$ cat config.mk
export PLATFORM = sky130hd
export DESIGN_NAME = serial_subtractor
export DESIGN_NICKNAME = d
export VERILOG_FILES = /design/src/rtl/serial_subtractor_pkg.sv /design/src/rtl/full_subtractor.sv /design/src/rtl/serial_subtractor.sv
export SDC_FILE = /design/constraint.sdc
export NUM_CORES = 1
export LEC_CHECK = 0
export ABC_AREA = 1
export BUFFER_PORTS_ARGS = -buffer_cell sky130_fd_sc_hd__buf_2
export CORE_ASPECT_RATIO = 1.4
export CORE_MARGIN = 5
export CORE_UTILIZATION = 31
export CTS_BUF_LIST = sky130_fd_sc_hd__clkbuf_4 sky130_fd_sc_hd__clkbuf_8
export DETAILED_ROUTE_END_ITERATION = 10
export PLACE_DENSITY_LB_ADDON = 0.05
export SYNTH_ARGS = -nofsm -noshare
export SYNTH_HDL_FRONTEND = slang
export SYNTH_SLANG_ARGS = --single-unit
$ cat constraint.sdc
create_clock -name clk -period 2.05 [get_ports clk]
set_clock_uncertainty 0.2 [all_clocks]
set_input_delay 0.1025 -clock clk [delete_from_list [all_inputs] [get_ports clk]]
set_output_delay 0.1025 -clock clk [all_outputs]
set_load 0.1 [all_outputs]
$ cat src/rtl/serial_subtractor_pkg.sv
`default_nettype none
// ============================================================================
// Module   : serial_subtractor_pkg
// Purpose  : Shared definitions for the bit-serial subtractor: FSM state
//            encoding and the default operand width.
// Ports    : none (package)
// Revision : 1.0 - initial release
// ============================================================================
package serial_subtractor_pkg;

  localparam int WIDTH_DEFAULT = 8;

  typedef enum logic [1:0] {
    IDLE  = 2'd0,
    SHIFT = 2'd1,
    DONE  = 2'd2
  } state_t;

endpackage : serial_subtractor_pkg
`default_nettype wire

$ cat src/rtl/full_subtractor.sv
`default_nettype none
// ============================================================================
// Module   : full_subtractor
// Purpose  : One-bit full subtractor computing a - b - borrowInput.
// Ports    : a, b         - operand bits
//            borrowInput  - borrow from the less significant bit
//            diff         - difference bit
//            borrowOutput - borrow into the next more significant bit
// Revision : 1.0 - initial release
// ============================================================================
module full_subtractor (
  input  logic a,
  input  logic b,
  input  logic borrowInput,
  output logic diff,
  output logic borrowOutput
);

  logic w_axb;

  assign w_axb        = a ^ b;
  assign diff         = w_axb ^ borrowInput;
  // Borrow when b exceeds a, or when the bits match and a borrow ripples in.
  assign borrowOutput = (~a & b) | (~w_axb & borrowInput);

endmodule : full_subtractor
`default_nettype wire

$ cat src/rtl/serial_subtractor.sv
`default_nettype none
// ============================================================================
// Module   : serial_subtractor
// Purpose  : Bit-serial unsigned subtractor. Computes a - b one bit per
//            clock, LSB first, and presents the result with a done pulse.
// Ports    : clk        - clock, rising edge
//            rst_n      - synchronous active-low reset
//            start      - begin a subtraction (accepted in IDLE or DONE)
//            a, b       - minuend / subtrahend, captured on start accept
//            busy       - high while bits are being processed
//            done       - one-cycle pulse, result valid
//            diff       - (a - b) mod 2^WIDTH, held until the next result
//            borrow_out - high when a < b (unsigned)
// Revision : 1.0 - initial release
// ============================================================================
module serial_subtractor
  import serial_subtractor_pkg::*;
#(
  parameter int WIDTH = WIDTH_DEFAULT
) (
  input  logic             clk,
  input  logic             rst_n,
  input  logic             start,
  input  logic [WIDTH-1:0] a,
  input  logic [WIDTH-1:0] b,
  output logic             busy,
  output logic             done,
  output logic [WIDTH-1:0] diff,
  output logic             borrow_out
);

  localparam int             CNT_W    = $clog2(WIDTH + 1);
  localparam logic [CNT_W-1:0] CNT_LAST = CNT_W'(WIDTH - 1);

  state_t             r_state;
  logic [WIDTH-1:0]   r_a;
  logic [WIDTH-1:0]   r_b;
  logic [WIDTH-1:0]   r_res;
  logic               r_borrow;
  logic [CNT_W-1:0]   r_cnt;

  logic               w_d;
  logic               w_borrow_next;
  logic [WIDTH-1:0]   w_res_next;

  full_subtractor u_fs (
    .a            (r_a[0]),
    .b            (r_b[0]),
    .borrowInput  (r_borrow),
    .diff         (w_d),
    .borrowOutput (w_borrow_next)
  );

  // New bit enters at the MSB so after WIDTH shifts bit 0 sits at the LSB.
  assign w_res_next = {w_d, r_res[WIDTH-1:1]};

  always_ff @(posedge clk) begin
    if (!rst_n) begin
      r_state    <= IDLE;
      r_a        <= '0;
      r_b        <= '0;
      r_res      <= '0;
      r_borrow   <= 1'b0;
      r_cnt      <= '0;
      busy       <= 1'b0;
      done       <= 1'b0;
      diff       <= '0;
      borrow_out <= 1'b0;
    end else begin
      case (r_state)
        IDLE, DONE: begin
          done <= 1'b0;
          if (start) begin
            r_a      <= a;
            r_b      <= b;
            r_borrow <= 1'b0;
            r_cnt    <= '0;
            r_state  <= SHIFT;
            busy     <= 1'b1;
          end else begin
            r_state  <= IDLE;
            busy     <= 1'b0;
          end
        end

        SHIFT: begin
          r_res    <= w_res_next;
          r_a      <= r_a >> 1;
          r_b      <= r_b >> 1;
          r_borrow <= w_borrow_next;
          r_cnt    <= r_cnt + CNT_W'(1);
          if (r_cnt == CNT_LAST) begin
            // Result is published only here, so partial sums never reach diff.
            r_state    <= DONE;
            busy       <= 1'b0;
            done       <= 1'b1;
            diff       <= w_res_next;
            borrow_out <= w_borrow_next;
          end
        end

        default: begin
          r_state <= IDLE;
          busy    <= 1'b0;
          done    <= 1'b0;
        end
      endcase
    end
  end

endmodule : serial_subtractor
`default_nettype wire

Word-level counts from Yosys, hierarchy flattened
Index checks and enable logic that the tools add are counted.
{ "op_classes": {"reduce_logical": 6, "eq_ne": 5, "muxes": 14, "n_addsub": 1, "bitwise": 7} }
{ "ops": {"columns": ["operator", "count"], "rows": [
  ["one-hot mux 8 bit (2 select lines)", 2],
  ["two-way mux 8 bit", 2],
  ["one-hot mux 4 bit (2 select lines)", 1],
  ["AND reduction 2 bit", 3],
  ["adder 4 x 1 -> 4 bit (second input constant)", 1],
  ["== test 4 x 3 -> 1 bit (second input constant)", 1],
  ["two-way mux 1 bit", 4],
  ["two-way mux 4 bit", 1],
  ["inequality test 2 bit (second input constant)", 2],
  ["one-hot mux 1 bit (2 select lines)", 2],
  ["one-hot mux 2 bit (2 select lines)", 1],
  ["AND 1 bit", 2],
  ["== test 2 x 1 -> 1 bit (second input constant)", 1],
  ["== test 2 bit (second input constant)", 1],
  ["zero test 2 bit", 1],
  ["two-way mux 2 bit", 1],
  ["NOT 1 bit", 2],
  ["nonzero test 2 bit", 1],
  ["OR reduction 2 bit", 1],
  ["XOR 1 bit", 2],
  ["bitwise OR 1 bit", 1]
]} }
{ "word_totals": {"wordCells": 43, "reg_bits": 42, "output_inout_bits": 11, "inputBits": 19} }

Longest topological paths before layout
{ "depth": {"word_depth": 5, "ltp_mapped": 8, "depth_no_buf": 6} }

Hierarchy
A second synthesis with hierarchy kept.
{ "unflattened": {"hier_cells": 236, "hier_area_um2": 1741.7} }
{ "by_module_without_submodules": {"columns": ["mod", "cells_per_inst", "instances", "seq_area_each_um2", "area_per_inst_um2"], "rows": [
  ["serial_subtractor", 232, 1, 800.8, 1710.4],
  ["full_subtractor", 4, 1, 0.0, 31.3]
]} }

Worst setup path after synthesis
OpenSTA, ideal clock, no wires.
{ "synth_path": {"path_kind": "register -> register", "start": "register r_state[0]", "end": "register borrow_out", "stages_incl_launch_ff": 9, "required_time_ns": 1.733, "arrival_time_ns": 1.728, "path_buffers": 3, "synth_period_minus_slack_ns": 2.045, "slack_ns": 0.005, "setup_time_ns": 0.117, "path_cell_list": "dfxtp_1 buf_6 inv_6 nor2_4 buf_6 buf_8 nand3_1 nand2_1 nor2_1"} }
{ "synth_between": {"elab_chain_cells": 2} }
{ "synth_rtl": {"columns": ["item", "line_no", "rtl"], "rows": [
  ["start: declaration", "serial_subtractor.sv:35", "state_t r_state;"],
  ["start signal: assignment", "serial_subtractor.sv:59", "r_state <= IDLE;"],
  ["start signal: assignment", "serial_subtractor.sv:78", "r_state <= SHIFT;"],
  ["start signal: assignment", "serial_subtractor.sv:81", "r_state <= IDLE;"],
  ["== test 2 x 1 -> 1 bit", "serial_subtractor.sv:70", "case (r_state)"],
  ["AND reduction 2 bit (no source line)", null, null],
  ["end signal: assignment", "serial_subtractor.sv:98", "borrow_out <= w_borrow_next;"],
  ["end: declaration", "serial_subtractor.sv:29", "output logic borrow_out"]
]} }
No other way between the ends.
A chain may end at the register's enable or synchronous reset.

Worst setup path in the final report
{ "layout_path": {"start": "register r_cnt[0]", "end": "register diff[1]"} }
{ "layout_between": {"elab_chain_cells": 2} }
{ "layout_rtl": {"columns": ["item", "line_no", "rtl"], "rows": [
  ["start: declaration", "serial_subtractor.sv:40", "logic [CNT_W-1:0] r_cnt;"],
  ["start signal: assignment", "serial_subtractor.sv:91", "r_cnt <= r_cnt + CNT_W'(1);"],
  ["== test 4 x 3 -> 1 bit", "serial_subtractor.sv:92", "if (r_cnt == CNT_LAST) begin"],
  ["AND reduction 2 bit (no source line)", null, null],
  ["end signal: assignment", "serial_subtractor.sv:97", "diff <= w_res_next;"],
  ["end: declaration", "serial_subtractor.sv:28", "output logic [WIDTH-1:0] diff,"]
]} }
No other way between the ends.

==> flow_summary.json <==
{
  "grt_pass1_vias": 1582,
  "nets": 306,
  "drt-total-wl_mm": 4.271,
  "hold_viol": 0,
  "critical_path_class": "flop to flop",
  "die_h_um": 98.91,
  "cts_tree": "yes",
  "synth_ff_type": "dfxtp_1",
  "synth-compound-area-share": 0.07362,
  "post_synth_num_cell_types": 24,
  "vias": 1586,
  "dr.first_iter.drc_count": 64,
  "yosysTopAreaCellShare": 0.4575,
  "synth.net_count": 259,
  "grt_max_degree": 23,
  "synth-simple-area-share": 0.3603,
  "initial_core_util": 0.3191,
  "post_cts_resize_count": 0,
  "reg2reg_depth": 6,
  "synth_area_leaders": "dfxtp_1 (46%), nand2_1 (16%), nand3_1 (10%), nor2_1 (5.4%), inv_1 (3.2%)",
  "yosysWarnings": 0,
  "synth_edf_count": 0,
  "core_region_area_um2": 5485,
  "dr.pass1.iters": 4,
  "powerDensity_nw_per_um2": 757.5,
  "startpoint": "r_cnt[0]",
  "worstPathArrival_ns": 1.66,
  "final_cell_mix": "nand2_1 (73), dfxtp_1 (40), nand3_1 (35), buf_2 (29), nor2_1 (25)",
  "worst_slew_pin_slew_ns": 0.4923,
  "slew_headroom": 0.6741,
  "drive_gt1_frac": 0.2063,
  "hp-start": "start",
  "grt_remaining_overflow": 0,
  "ys_ff_latch": 40,
  "io-pin-count": 30,
  "synth.avg_cell_area_um2": 7.355,
  "synth_area_leader_cell": "dfxtp_1",
  "rows": 32,
  "max_freq_mhz": 596.4,
  "maxSlewViolCount": 0,
  "grt_pass1_wl_mm": 7.293,
  "gr-usage-all-layers": 0.1271,
  "synthXorXnorAreaFrac": 0,
  "r2r_start": "r_cnt[0]",
  "area_growth_pct": 25.30,
  "route.detailed.drc": 0,
  "worstSkewPairLatency_ns": 0.29,
  "clock_sinks": 40,
  "cap_violations": 0,
  "end_kind": "flop",
  "postSynthCellCount": 238,
  "hold-path-cell-count": 5,
  "cts-buffers-inserted": 5,
  "clkTransAtPathRegs_ns": 0.08,
  "dp_hpwl_mm": 2.987,
  "postCtsSetupRepairBufs": 0,
  "wl_per_cell_um": 12.06,
  "ir_drop_mv": 0.3789,
  "final_common_cell": "nand2_1",
  "die_area_um2": 7270,
  "num_antenna_cells": 0,
  "power_leakage_nw": 1.004,
  "synth_adder_area_share": 0.01858,
  "ctsLongestPathBuffers": 2,
  "antenna_found_initial": 0,
  "placement.io_buffers": 29,
  "worstPathRequired_ns": 2.04,
  "finalCritPeriodShare": 0.8179,
  "die_w_um": 73.51,
  "syn_area_um2": 1750,
  "htreeDepth": 2,
  "period_minus_slack_ns": 1.677,
  "finalWeightedCongestion": 0.7769,
  "synth_mux_area_frac": 0,
  "ys_seq_area_frac": 0.4575,
  "ant_nets": 0,
  "ys_async_sr_fraction": 0,
  "setup_viol": 0,
  "power_mw": 1.661,
  "final.setup.tns_ns": 0,
  "rsz0062_at_grt": "no",
  "synth_top_family_by_area": "simple AND/OR/NAND/NOR gates",
  "cts-root-buf": "clkbuf_8",
  "avgViaCountPerCell": 4.480,
  "status": "completed",
  "startpoint_type": "flop",
  "hold_path_class": "input port to flop",
  "worstPathMaxFanout": 6
}
[state kept, by name, summed over array words and instances, names as in the netlist]
register / count
diff: 8
r_b: 8
done: 1
r_state: 2
borrow_out: 1
r_cnt: 4
r_res: 7
r_borrow: 1
r_a: 8
[worst paths after layout]
| kind | end | slack [ns] |
|---|---|---|
| setup / recovery | diff[1] | 0.37 |
| hold / removal | r_b[1] | 0.03 |
| setup reg to reg | diff[1] | 0.37 |
| hold reg to reg | r_b[6] | 0.25 |
[Yosys cell counts (2+ instances only)]
| master | n |
|---|---|
| buf_2 | 5 |
| o21ai_0 | 10 |
| nand2_1 | 73 |
| inv_1 | 15 |
| o22ai_1 | 2 |
| nor2_1 | 25 |
| inv_2 | 2 |
| a21oi_2 | 2 |
| nand3_1 | 35 |
| buf_6 | 3 |
| dfxtp_1 | 40 |
| nand2_2 | 3 |
| nor2_2 | 3 |
| nor2_4 | 3 |
| a21oi_1 | 8 |
[area by class of cell]
class | count | area, um^2
fill | 608 | 3292
sequential | 40 | 800.8
multi-input combinational | 169 | 792.0
timing repair buffer | 51 | 350.3
tap | 68 | 85.08
clock buffer | 6 | 82.58
inverter | 18 | 72.57
clock inverter | 2 | 10.01
[through the flow]
step | util | instances | worst slack, ns | area (um^2) | hold slack, ns
2_1_floorplan | - | 238 | 0.005168 | 1750 | 0.01524
3_3_place_gp | 0.3538 | 330 | 0.4363 | 1941 | 0.1131
3_5_place_dp | 0.3538 | 330 | 0.3629 | 1941 | 0.1109
4_1_cts | 0.3999 | 354 | 0.3407 | 2193 | 0.01385
5_1_grt | 0.3999 | 354 | 0.2384 | 2193 | 0.05215
6_report | 0.3999 | 354 | 0.3734 | 2193 | 0.02714
[critical path, cell delays in order (launching register included)]
cell	delay [ns]
dfxtp_1	0.43
ha_1	0.23
nand2_1	0.10
nor2_2	0.24
nand2_1	0.21
nand3_1	0.11
nand2_1	0.05
[power breakdown]
group | internal, mW | switching (mW) | total [mW]
clock network | 0.269 | 0.275 | 0.544
logic | 0.102 | 0.159 | 0.261
registers | 0.824 | 0.0320 | 0.856
total | 1.19 | 0.467 | 1.66
[metal layers]
layer / part of all wire / track usage / up-vias
li1: - / - / 849
met1: 0.44 / 0.1483 / 707
met2: 0.51 / 0.2206 / 24
met3: 0.037 / 0.03265 / 6
met4: 0.016 / 0.04184 / 0
met5: 0 / 0 / -
[kinds of logic after synthesis]
logic type	Yosys count
and+or+nand+nor	144
buffers and inverters	29
DFF	40
adders and majority gates	2
AOI/OAI and AO/OA	23
[timing repair]
action                     4_1_cts  5_1_grt
setup endpoints to repair        0        0
hold endpoints to repair        16        0
hold buffers                    16        0
Note: power is estimated with default switching activity, not from simulation.
